<file path="src/rtl/ascon_pkg.sv">
// rtl/ascon_pkg.sv - shared types, constants and pad helper for the Ascon bdi feeder
package ascon_pkg;

    localparam int CCW    = 32;
    localparam int LANES  = CCW / 8;
    localparam int LANE_W = $clog2(LANES + 1);

    localparam logic [7:0] PAD_BYTE = 8'h80;

    typedef enum logic [3:0] {
        D_NULL  = 4'd0,
        D_NONCE = 4'd1,
        D_AD    = 4'd2,
        D_MSG   = 4'd3,
        D_TAG   = 4'd4
    } bdi_type_e;

    typedef enum logic [1:0] {
        ST_IDLE = 2'd0,
        ST_PACK = 2'd1,
        ST_PAD  = 2'd2
    } pad_state_e;

    // Places PAD_BYTE in the first empty lane; lane == LANES leaves the word untouched.
    function automatic logic [CCW-1:0] pad_merge(input logic [CCW-1:0] word,
                                                 input logic [LANE_W-1:0] lane);
        logic [CCW-1:0] w;
        w = word;
        for (int k = 0; k < LANES; k++) begin
            if (lane == LANE_W'(k)) begin
                w[CCW-1-8*k -: 8] = PAD_BYTE;
            end
        end
        return w;
    endfunction

endpackage

</file>
<file path="src/rtl/ascon_byte_packer.sv">
// rtl/ascon_byte_packer.sv - MSB-first byte accumulator with lane counter
// drop discards the held bytes before this cycle's push; take clears after it.
module ascon_byte_packer
    import ascon_pkg::*;
(
    input  logic              clk,
    input  logic              rst,
    input  logic              drop,
    input  logic              push,
    input  logic              take,
    input  logic [7:0]        din,
    output logic [CCW-1:0]    word,
    output logic [LANE_W-1:0] lane,
    output logic [CCW-1:0]    nxt_word,
    output logic [LANE_W-1:0] nxt_lane
);

    logic [CCW-1:0]    acc_q, acc_d;
    logic [LANE_W-1:0] cnt_q, cnt_d;

    always_comb begin : insert_byte
        nxt_word = drop ? '0 : acc_q;
        nxt_lane = drop ? '0 : cnt_q;
        for (int k = 0; k < LANES; k++) begin
            if (push && nxt_lane == LANE_W'(k)) begin
                nxt_word[CCW-1-8*k -: 8] = din;
            end
        end
        if (push) begin
            nxt_lane = nxt_lane + LANE_W'(1);
        end
    end

    always_comb begin : update
        acc_d = take ? '0 : nxt_word;
        cnt_d = take ? '0 : nxt_lane;
    end

    always_ff @(posedge clk) begin
        if (rst) begin
            acc_q <= '0;
            cnt_q <= '0;
        end else begin
            acc_q <= acc_d;
            cnt_q <= cnt_d;
        end
    end

    assign word = acc_q;
    assign lane = cnt_q;

endmodule

</file>
<file path="src/rtl/ascon_bdi_padder.sv">
// rtl/ascon_bdi_padder.sv - segment packer and 10* padder feeding the Ascon core bdi port
// Optional header checking and sticky err port: ASCON_PADDER_CHECK_EN.
module ascon_bdi_padder
    import ascon_pkg::*;
#(
    parameter int LEN_BITS = 16
) (
    input  logic                clk,
    input  logic                rst,
    input  logic [3:0]          hdr_type,
    input  logic [LEN_BITS-1:0] hdr_len,
    input  logic                hdr_eoi,
    input  logic                hdr_valid,
    output logic                hdr_ready,
    input  logic [7:0]          din,
    input  logic                din_valid,
    output logic                din_ready,
    output logic [CCW-1:0]      bdi,
    output logic                bdi_valid,
    input  logic                bdi_ready,
    output logic [3:0]          bdi_type,
    output logic                bdi_eot,
    output logic                bdi_eoi
`ifdef ASCON_PADDER_CHECK_EN
    ,
    output logic                err
`endif
);

    pad_state_e state_q, state_d;

    logic [3:0]          type_q, type_d;
    logic [LEN_BITS-1:0] len_q, len_d;
    logic [LEN_BITS-1:0] cnt_q, cnt_d, cnt_inc;
    logic                eoi_q, eoi_d;

    logic [CCW-1:0] bdi_q, bdi_d;
    logic           bdi_valid_q, bdi_valid_d;
    logic [3:0]     bdi_type_q, bdi_type_d;
    logic           bdi_eot_q, bdi_eot_d;
    logic           bdi_eoi_q, bdi_eoi_d;

    logic out_free, is_nt, bytes_left, seg_end;
    logic hdr_acc, push, drop, take, load;
    logic load_eot, load_eoi;

    logic [CCW-1:0]    pk_word, pk_nxt_word, load_word;
    logic [LANE_W-1:0] pk_lane, pk_nxt_lane, pk_after;

    ascon_byte_packer u_packer (
        .clk      (clk),
        .rst      (rst),
        .drop     (drop),
        .push     (push),
        .take     (take),
        .din      (din),
        .word     (pk_word),
        .lane     (pk_lane),
        .nxt_word (pk_nxt_word),
        .nxt_lane (pk_nxt_lane)
    );

    always_ff @(posedge clk) begin : state_reg
        if (rst) begin
            state_q <= ST_IDLE;
        end else begin
            state_q <= state_d;
        end
    end

    // Handshake outputs; drop means the held word moves to the output register this cycle.
    always_comb begin : fsm_outputs
        out_free   = !bdi_valid_q || bdi_ready;
        is_nt      = (type_q == D_NONCE) || (type_q == D_TAG);
        bytes_left = (cnt_q != len_q);
        hdr_ready  = 1'b0;
        din_ready  = 1'b0;
        drop       = 1'b0;
        case (state_q)
            ST_IDLE: hdr_ready = !rst;
            ST_PACK: begin
                din_ready = !rst && bytes_left && !(pk_lane == LANE_W'(LANES) && !out_free);
                drop      = out_free && (pk_lane == LANE_W'(LANES) ||
                                         (!bytes_left && pk_lane != '0 && is_nt));
            end
            ST_PAD:  drop = out_free;
            default: ;
        endcase
        hdr_acc = hdr_valid && hdr_ready;
        push    = din_valid && din_ready;
    end

    always_comb begin : datapath
        cnt_inc = push ? cnt_q + LEN_BITS'(1) : cnt_q;
        seg_end = (cnt_inc == len_q);
        // A completing byte bypasses the accumulator when the output register is free.
        take = (state_q == ST_PACK) && push && !drop && out_free &&
               (pk_nxt_lane == LANE_W'(LANES) || (is_nt && seg_end));
        pk_after = take ? '0 : pk_nxt_lane;
        load     = drop || take;

        if (take) begin
            load_word = pk_nxt_word;
        end else if (state_q == ST_PAD) begin
            load_word = pad_merge(pk_word, pk_lane);
        end else begin
            load_word = pk_word;
        end
        load_eot = (state_q == ST_PAD) || (is_nt && seg_end && pk_after == '0);
        load_eoi = load_eot && eoi_q &&
                   (type_q == D_NONCE || type_q == D_AD || type_q == D_MSG);

        type_d = type_q;
        len_d  = len_q;
        eoi_d  = eoi_q;
        cnt_d  = cnt_inc;
        if (hdr_acc) begin
            type_d = hdr_type;
            len_d  = hdr_len;
            eoi_d  = hdr_eoi;
            cnt_d  = '0;
        end

        bdi_d       = bdi_q;
        bdi_type_d  = bdi_type_q;
        bdi_eot_d   = bdi_eot_q;
        bdi_eoi_d   = bdi_eoi_q;
        bdi_valid_d = bdi_valid_q && !bdi_ready;
        if (load) begin
            bdi_d       = load_word;
            bdi_type_d  = type_q;
            bdi_eot_d   = load_eot;
            bdi_eoi_d   = load_eoi;
            bdi_valid_d = 1'b1;
        end
    end

    always_comb begin : next_state
        state_d = state_q;
        case (state_q)
            ST_IDLE: begin
                if (hdr_acc && hdr_len != '0) begin
                    state_d = ST_PACK;
                end
            end
            ST_PACK: begin
                if (is_nt) begin
                    if (load && load_eot) begin
                        state_d = ST_IDLE;
                    end
                end else if (seg_end && pk_after != LANE_W'(LANES)) begin
                    state_d = ST_PAD;
                end
            end
            ST_PAD: begin
                if (load) begin
                    state_d = ST_IDLE;
                end
            end
            default: state_d = ST_IDLE;
        endcase
    end

    always_ff @(posedge clk) begin
        if (rst) begin
            type_q      <= D_NULL;
            len_q       <= '0;
            cnt_q       <= '0;
            eoi_q       <= 1'b0;
            bdi_q       <= '0;
            bdi_valid_q <= 1'b0;
            bdi_type_q  <= D_NULL;
            bdi_eot_q   <= 1'b0;
            bdi_eoi_q   <= 1'b0;
        end else begin
            type_q      <= type_d;
            len_q       <= len_d;
            cnt_q       <= cnt_d;
            eoi_q       <= eoi_d;
            bdi_q       <= bdi_d;
            bdi_valid_q <= bdi_valid_d;
            bdi_type_q  <= bdi_type_d;
            bdi_eot_q   <= bdi_eot_d;
            bdi_eoi_q   <= bdi_eoi_d;
        end
    end

    assign bdi       = bdi_q;
    assign bdi_valid = bdi_valid_q;
    assign bdi_type  = bdi_type_q;
    assign bdi_eot   = bdi_eot_q;
    assign bdi_eoi   = bdi_eoi_q;

`ifdef ASCON_PADDER_CHECK_EN
    logic err_q, err_d;

    always_comb begin : hdr_check
        err_d = err_q;
        if (hdr_acc) begin
            if (((hdr_type == D_NONCE || hdr_type == D_TAG) && hdr_len != LEN_BITS'(16)) ||
                (hdr_type == D_TAG && hdr_eoi)) begin
                err_d = 1'b1;
            end
        end
    end

    always_ff @(posedge clk) begin
        if (rst) begin
            err_q <= 1'b0;
        end else begin
            err_q <= err_d;
        end
    end

    assign err = err_q;
`endif

endmodule

</file>
<file path="config.mk">
export PLATFORM = sky130hd
export DESIGN_NAME = ascon_bdi_padder
export DESIGN_NICKNAME = d
export VERILOG_FILES = /design/src/rtl/ascon_pkg.sv /design/src/rtl/ascon_byte_packer.sv /design/src/rtl/ascon_bdi_padder.sv
export SDC_FILE = /design/constraint.sdc
export NUM_CORES = 1
export LEC_CHECK = 0
export ABC_AREA = 1
export CORE_ASPECT_RATIO = 1.1
export CORE_MARGIN = 5
export CORE_UTILIZATION = 40
export CTS_CLUSTER_DIAMETER = 30
export DETAILED_ROUTE_END_ITERATION = 10
export PLACE_DENSITY = 0.66
export SYNTH_ARGS = -nofsm -noshare
export SYNTH_HDL_FRONTEND = slang
export SYNTH_SLANG_ARGS = --single-unit
</file>
<file path="constraint.sdc">
create_clock -name clk -period 4.6 [get_ports clk]
set_input_delay 0.92 -clock clk [delete_from_list [all_inputs] [get_ports clk]]
set_output_delay 0.92 -clock clk [all_outputs]
set_load 0.01 [all_outputs]
</file>
[Word-level counts from Yosys, hierarchy flattened]
Cells that the tools add are included.
Storage, ports and cells
  flip-flop bits (word level): 113
  output and inout port bits: 41
  word-level logic and storage cells: 108
Operators by class
  $add $sub $neg: 2
  equal/unequal tests: 21
  multiplexer cells: 25
  reduce and logical (&&, ||, !) cells: 48
Operator list (count)
  $mux W32: 3
  $mux W8: 8
  $logic_and A1 B1 Y1: 24
  $add A16 B1 Y16 const B: 1
  $eq A16 B16 Y1: 1
  $mux W16: 1
  $ne A16 B16 Y1: 1
  $reduce_bool A16 Y1: 1
  $eq A3 B2 Y1 const B: 4
  $mux W2: 5
  $logic_not A3 Y1: 3
  $mux W3: 3
  $eq A4 B2 Y1 const B: 2
  $logic_or A1 B1 Y1: 8
  $logic_not A1 Y1: 7
  $eq A3 B1 Y1 const B: 2
  $eq A3 B3 Y1 const B: 2
  $ne A3 B2 Y1 const B: 2
  $pmux W2 S3: 1
  $eq A4 B1 Y1 const B: 1
  $eq A4 B3 Y1 const B: 1
  $ne A2 B2 Y1 const B: 2
  $reduce_and A4 Y1: 1
  $reduce_or A2 Y1: 2
  8 further kinds: 10

[Depth between registers and ports, before layout]
  depth in word-level cells: 21
  gate-level depth with buffers: 28
  gate-level depth less buffers: 25

[Hierarchy]
Synthesis repeated with hierarchy kept, for this count alone.
Unflattened totals
  cell total of the unflattened synthesis: 901
  area, all modules: 6125.9 um^2
Modules (own cells, without submodules)
  ascon_bdi_padder: instances 1, cells an instance 638, area an instance 4405.5 um^2, sequential area each 1561.5 um^2
  ascon_byte_packer: instances 1, cells an instance 263, area an instance 1720.4 um^2, sequential area each 700.7 um^2

[Worst setup path before layout]
No wires, ideal clock.
  path kind: input port to flip-flop
  from: in bdi_ready
  to: reg state_q[0]
  arrival: 3.313 ns
  data required time: 4.468 ns
  setup slack: 1.155 ns
  cell stages on the path: 21
  path through: or2_2 -> inv_1 -> nor2_1 -> nand2_1 -> buf_2 -> inv_1 -> clkbuf_1 -> nor2_1 -> ha_1 -> or2_1 -> nand2_1 -> nand3_1 -> nand2_1 -> nand2_2 -> nand2_2 -> buf_6 -> nand2_2 -> nand2_2 -> nand2_1 -> nand2_1 -> a21oi_1
On the way
  longest elaborated chain between the ends: 19
  elaborated cells between the ends (all ways): 34
Ends and longest elaborated chain
  from (decl): RTL line ascon_bdi_padder.sv:20  | input logic bdi_ready,
  $logic_or A1 B1 Y1 *: RTL line ascon_bdi_padder.sv:73  | out_free = !bdi_valid_q || bdi_ready;
  branches (longest 17 deep; another with $add A3 B1 Y3)
  $reduce_and A4 Y1 (no source line) *
  to (signal assigned): RTL line ascon_bdi_padder.sv:67  | state_q <= state_d;
  to (decl): RTL line ascon_bdi_padder.sv:30  | pad_state_e state_q, state_d;
Every way passes the cells marked *.
A chain may end at the register's enable or synchronous reset.

[Worst setup path after layout]
  from: in bdi_ready
  to: reg bdi_q[28], in the netlist bdi[28]
On the way
  longest elaborated chain between the ends: 13
  elaborated cells between the ends (all ways): 28
Ends and longest elaborated chain
  $logic_or A1 B1 Y1 *: RTL line ascon_bdi_padder.sv:73
  branches (longest 12 deep; another with $add A3 B1 Y3)
  to (signal assigned): RTL line ascon_bdi_padder.sv:180  | bdi_q <= bdi_d;
  to (decl): RTL line ascon_bdi_padder.sv:37  | logic [CCW-1:0] bdi_q, bdi_d;
Marked as above.

==> summary.md <==
| Metric | Value |
|---|---|
| WP data required | `4.93 ns` |
| Max cap viols | `0` |
| Global-route wire length before repair | `23.6 mm` |
| Max-slew violations | `0` |
| Netlist Area Pre-Place | `5720 um2` |
| Pre-antenna DRT Iters | `5` |
| Via count | `5,447` |
| Uppermost layer routed | `met4` |
| RSZ-0062 raised after global routing | `false` |
| Clk_lat worst skew | `roughly 0.42 ns` |
| Largest net degree at the start of global routing | `39` |
| Routed wl met2 | `6.22 mm` |
| Boundary Pins | `75` |
| Least-Margin Pin Slew | `0.621 ns` |
| TritonCTS clock tree | `done` |
| Syn Nets | `888` |
| PortBufs | `74` |
| Pre-CTS setup slack | `0.388 ns` |
| Pwr/cell area | `between 300 and 400 nW/um2` |
| Placed wire-length estimate | `10.0 mm` |
| Antenna Cells | `0` |
| WL met1 | `~7 mm` |
| Critical Path AT | `4.09 ns` |
| F_max | `~270 MHz` |
| Routed WL | `14.5 mm` |
| Post-route cell area | `~7200 um2` |
| Total GRT Usage | `17.6%` |
| Vias in the first global route | `4,892` |
| Tcrit/Tclk final | `81.7%` |
| Max FO, Critical Path | `35` |
| Area leader, netlist | `dfxtp_1` |
| Syn avg cell area | `6.74 um2` |
| Syn Inst Count | `848` |
| Routed wl met3 | `958 um` |
| Share of the synthesized area in the top cell type | `39.6%` |
| Final nets | `955` |
| Worst Skew | `0.0171 ns` |
| Max_slew headroom | `58.6%` |
| Register area | `2260 um2` |
| DR vias/cell | `4.88` |
| Crit start category | `input port` |
| Fin worst setup slack | `0.842 ns` |
| Minimum clock period | `between 3 and 4 ns` |
| Peak supply drop | `0.245 mV` |
| Routed Antenna Nets | `0` |
| Netlist cell types | `37` |
| Per-cell routed wire length | `~13 um` |
| Number of gates resized after cts | `0` |
| Site Rows | `45` |
| CTS root buf | `clkbuf_16` |
| H-tree depth | `4` |
| Initial Util | `between 40 and 50%` |
| Multi-input logic area | `between 2000 and 3000 um2` |
| GP Congestion | `0.894` |
| Final setup viols | `0` |
| First-iteration detailed-routing DRC count | `420` |
| Hold slack | `roughly 0.47 ns` |
| Full die area | `16,800 um2` |
| CP Capture Type | `register` |
| # DRC | `0` |
| CTS sink cnt | `113` |
| Synth area leaders | `dfxtp_1, nand2_1, inv_1` |
| FILL cells | `1,404` |
| Die Ht | `135 um` |
| Dpl cell area | `6560 um2` |
| Layout overhead on the synthesized area | `25.3%` |
| Status | `finished, final reports clean` |
| Max Buffers Root-to-Sink | `2` |
| Yosys Warn Count | `0` |
| Share of cells above drive strength 1 | `7.65%` |
| Clk pin slew, worst setup/hold paths | `0.05 ns` |
| Synth Register Bits | `~110` |
| Leak Pwr | `2.78 nW` |
| Number of antenna violations at the first check in global routing | `0` |
| Setup_tns | `0 ns` |
| Sequential cell area fraction in the yosys report | `39.6%` |
| DIE WIDTH | `around 120 um` |
| Post-CTS setup buffers | `0` |
| Hold WC Path Type | `register to register` |
| Gr ovfl total | `0` |
| Hold-fix buffers at CTS | `0` |
| Num CTS Buffers | `17` |
| Final hold vios | `0` |
| Core ar. | `13,900 um2` |
| Setup CP Type | `input port to register` |
==> metal layers <==
layer / GRT usage, % / up-vias
met2: 25.8 / 156
li1: - / 2848
met3: 4.47 / 28
met4: 7.79 / 0
met5: 0 / -
met1: 24.2 / 2415
==> placed cells by master (no fill, tap or decap), types with 2 or more instances in the layout <==
cell type,count
nand2_1,215
dfxtp_1,113
inv_1,111
nor2_1,94
nand3_1,74
clkdlybuf4s50_1,74
o21ai_0,45
a31oi_1,40
clkbuf_16,17
nand4_1,15
xor2_1,14
a21oi_1,11
inv_2,10
nand3_2,8
nor3_1,8
or2_0,8
o21ai_1,7
buf_4,7
nor2_2,6
nand2_2,6
ha_1,6
o22ai_1,4
clkinv_2,4
clkbuf_1,4
nor4_1,3
bufinv_16,3
clkinv_4,3
nor3b_1,2
or2_1,2
clkinv_1,2
o21bai_1,2
clkbuf_8,2
==> cell families (layout without fill, tap and decap cells) <==
| logic type | Yosys count | after routing | synth area share (%) |
|---|---|---|---|
| compound gates | 111 | 111 | 10.9 |
| xor+xnor | 14 | 14 | 2.15 |
| fa+ha+maj | 6 | 6 | 1.31 |
| buf+inv | 158 | 238 | 11.7 |
| flops | 113 | 113 | 39.6 |
| simple gates | 446 | 446 | 34.4 |
==> registers in the layout, summed over array words and instances, names as in the netlist, 2 cells and up <==
name           cells
cnt_q             16
u_packer.lane      3
bdi               32
u_packer.word     32
bdi_type           4
type_q             4
len_q             16
state_q            2
==> through the flow <==
stage | total power [mW] | util [%] | std cells
detailed placement | 1.55 | 47.2 | 1084
global placement | 1.54 | 47.2 | 1084
global route | 3.00 | 51.5 | 1116
floorplan | 1.42 | - | 848
CTS | 2.89 | 51.5 | 1116
finish | 2.86 | 51.5 | 1116
==> where the power goes <==
group,internal [mW],switching (mW)
Sequential,1.03,0.0319
Combinational,0.163,0.302
Clock,0.879,0.454
==> final timing paths <==
kind	startpoint	slack, ns	to	cells after the start
setup / recovery	bdi_ready	0.84	bdi[28]$_SDFFE_PP0P_	16
hold / removal	eoi_q$_SDFFE_PP0P_	0.47	eoi_q$_SDFFE_PP0P_	2
setup reg to reg	cnt_q[9]$_SDFF_PP0_	1.00	bdi[28]$_SDFFE_PP0P_	23
hold reg to reg	eoi_q$_SDFFE_PP0P_	0.47	eoi_q$_SDFFE_PP0P_	2
==> worst max-delay path, cell delays in order <==
cell and delay [ns]:
clkdlybuf4s50_1 0.39, or2_2 0.31, inv_1 0.11, nor2_1 0.05, nand2_1 0.27, nand2_1 0.15, ha_1 0.29, or2_1 0.11
nand2_1 0.08, nand3_1 0.11, nand2_1 0.07, nand2_2 0.20, nand2_2 0.21, inv_2 0.50, nand2_1 0.10, a31oi_1 0.17
==> cells in the mapped netlist <==
master,count
a21oi_1,11
a31oi_1,40
buf_1,1
buf_2,7
buf_4,1
buf_6,8
clkbuf_1,17
clkinv_1,2
clkinv_2,1
dfxtp_1,113
ha_1,6
inv_1,111
inv_2,10
nand2_1,215
nand2_2,6
nand2_4,1
nand3_1,74
nand3_2,8
nand3b_1,1
nand4_1,15
nor2_1,94
nor2_2,6
nor3_1,8
nor3_2,1
nor3_4,1
nor3b_1,2
nor4_1,3
o2111ai_1,1
o21a_1,1
o21ai_0,45
o21ai_1,7
o21bai_1,2
o22ai_1,4
or2_0,8
or2_1,2
or2_2,1
xor2_1,14
==> layout make-up <==
type | instances | share of cell area, %
multi-input cells | 577 | 38.9
flip-flops and latches | 113 | 31.6
repair buffers | 82 | 11.4
clock buffers | 23 | 6.53
inverters | 124 | 6.52
well taps | 188 | 3.28
clock inverters | 9 | 1.83
Power figures use the tool's default switching activity.
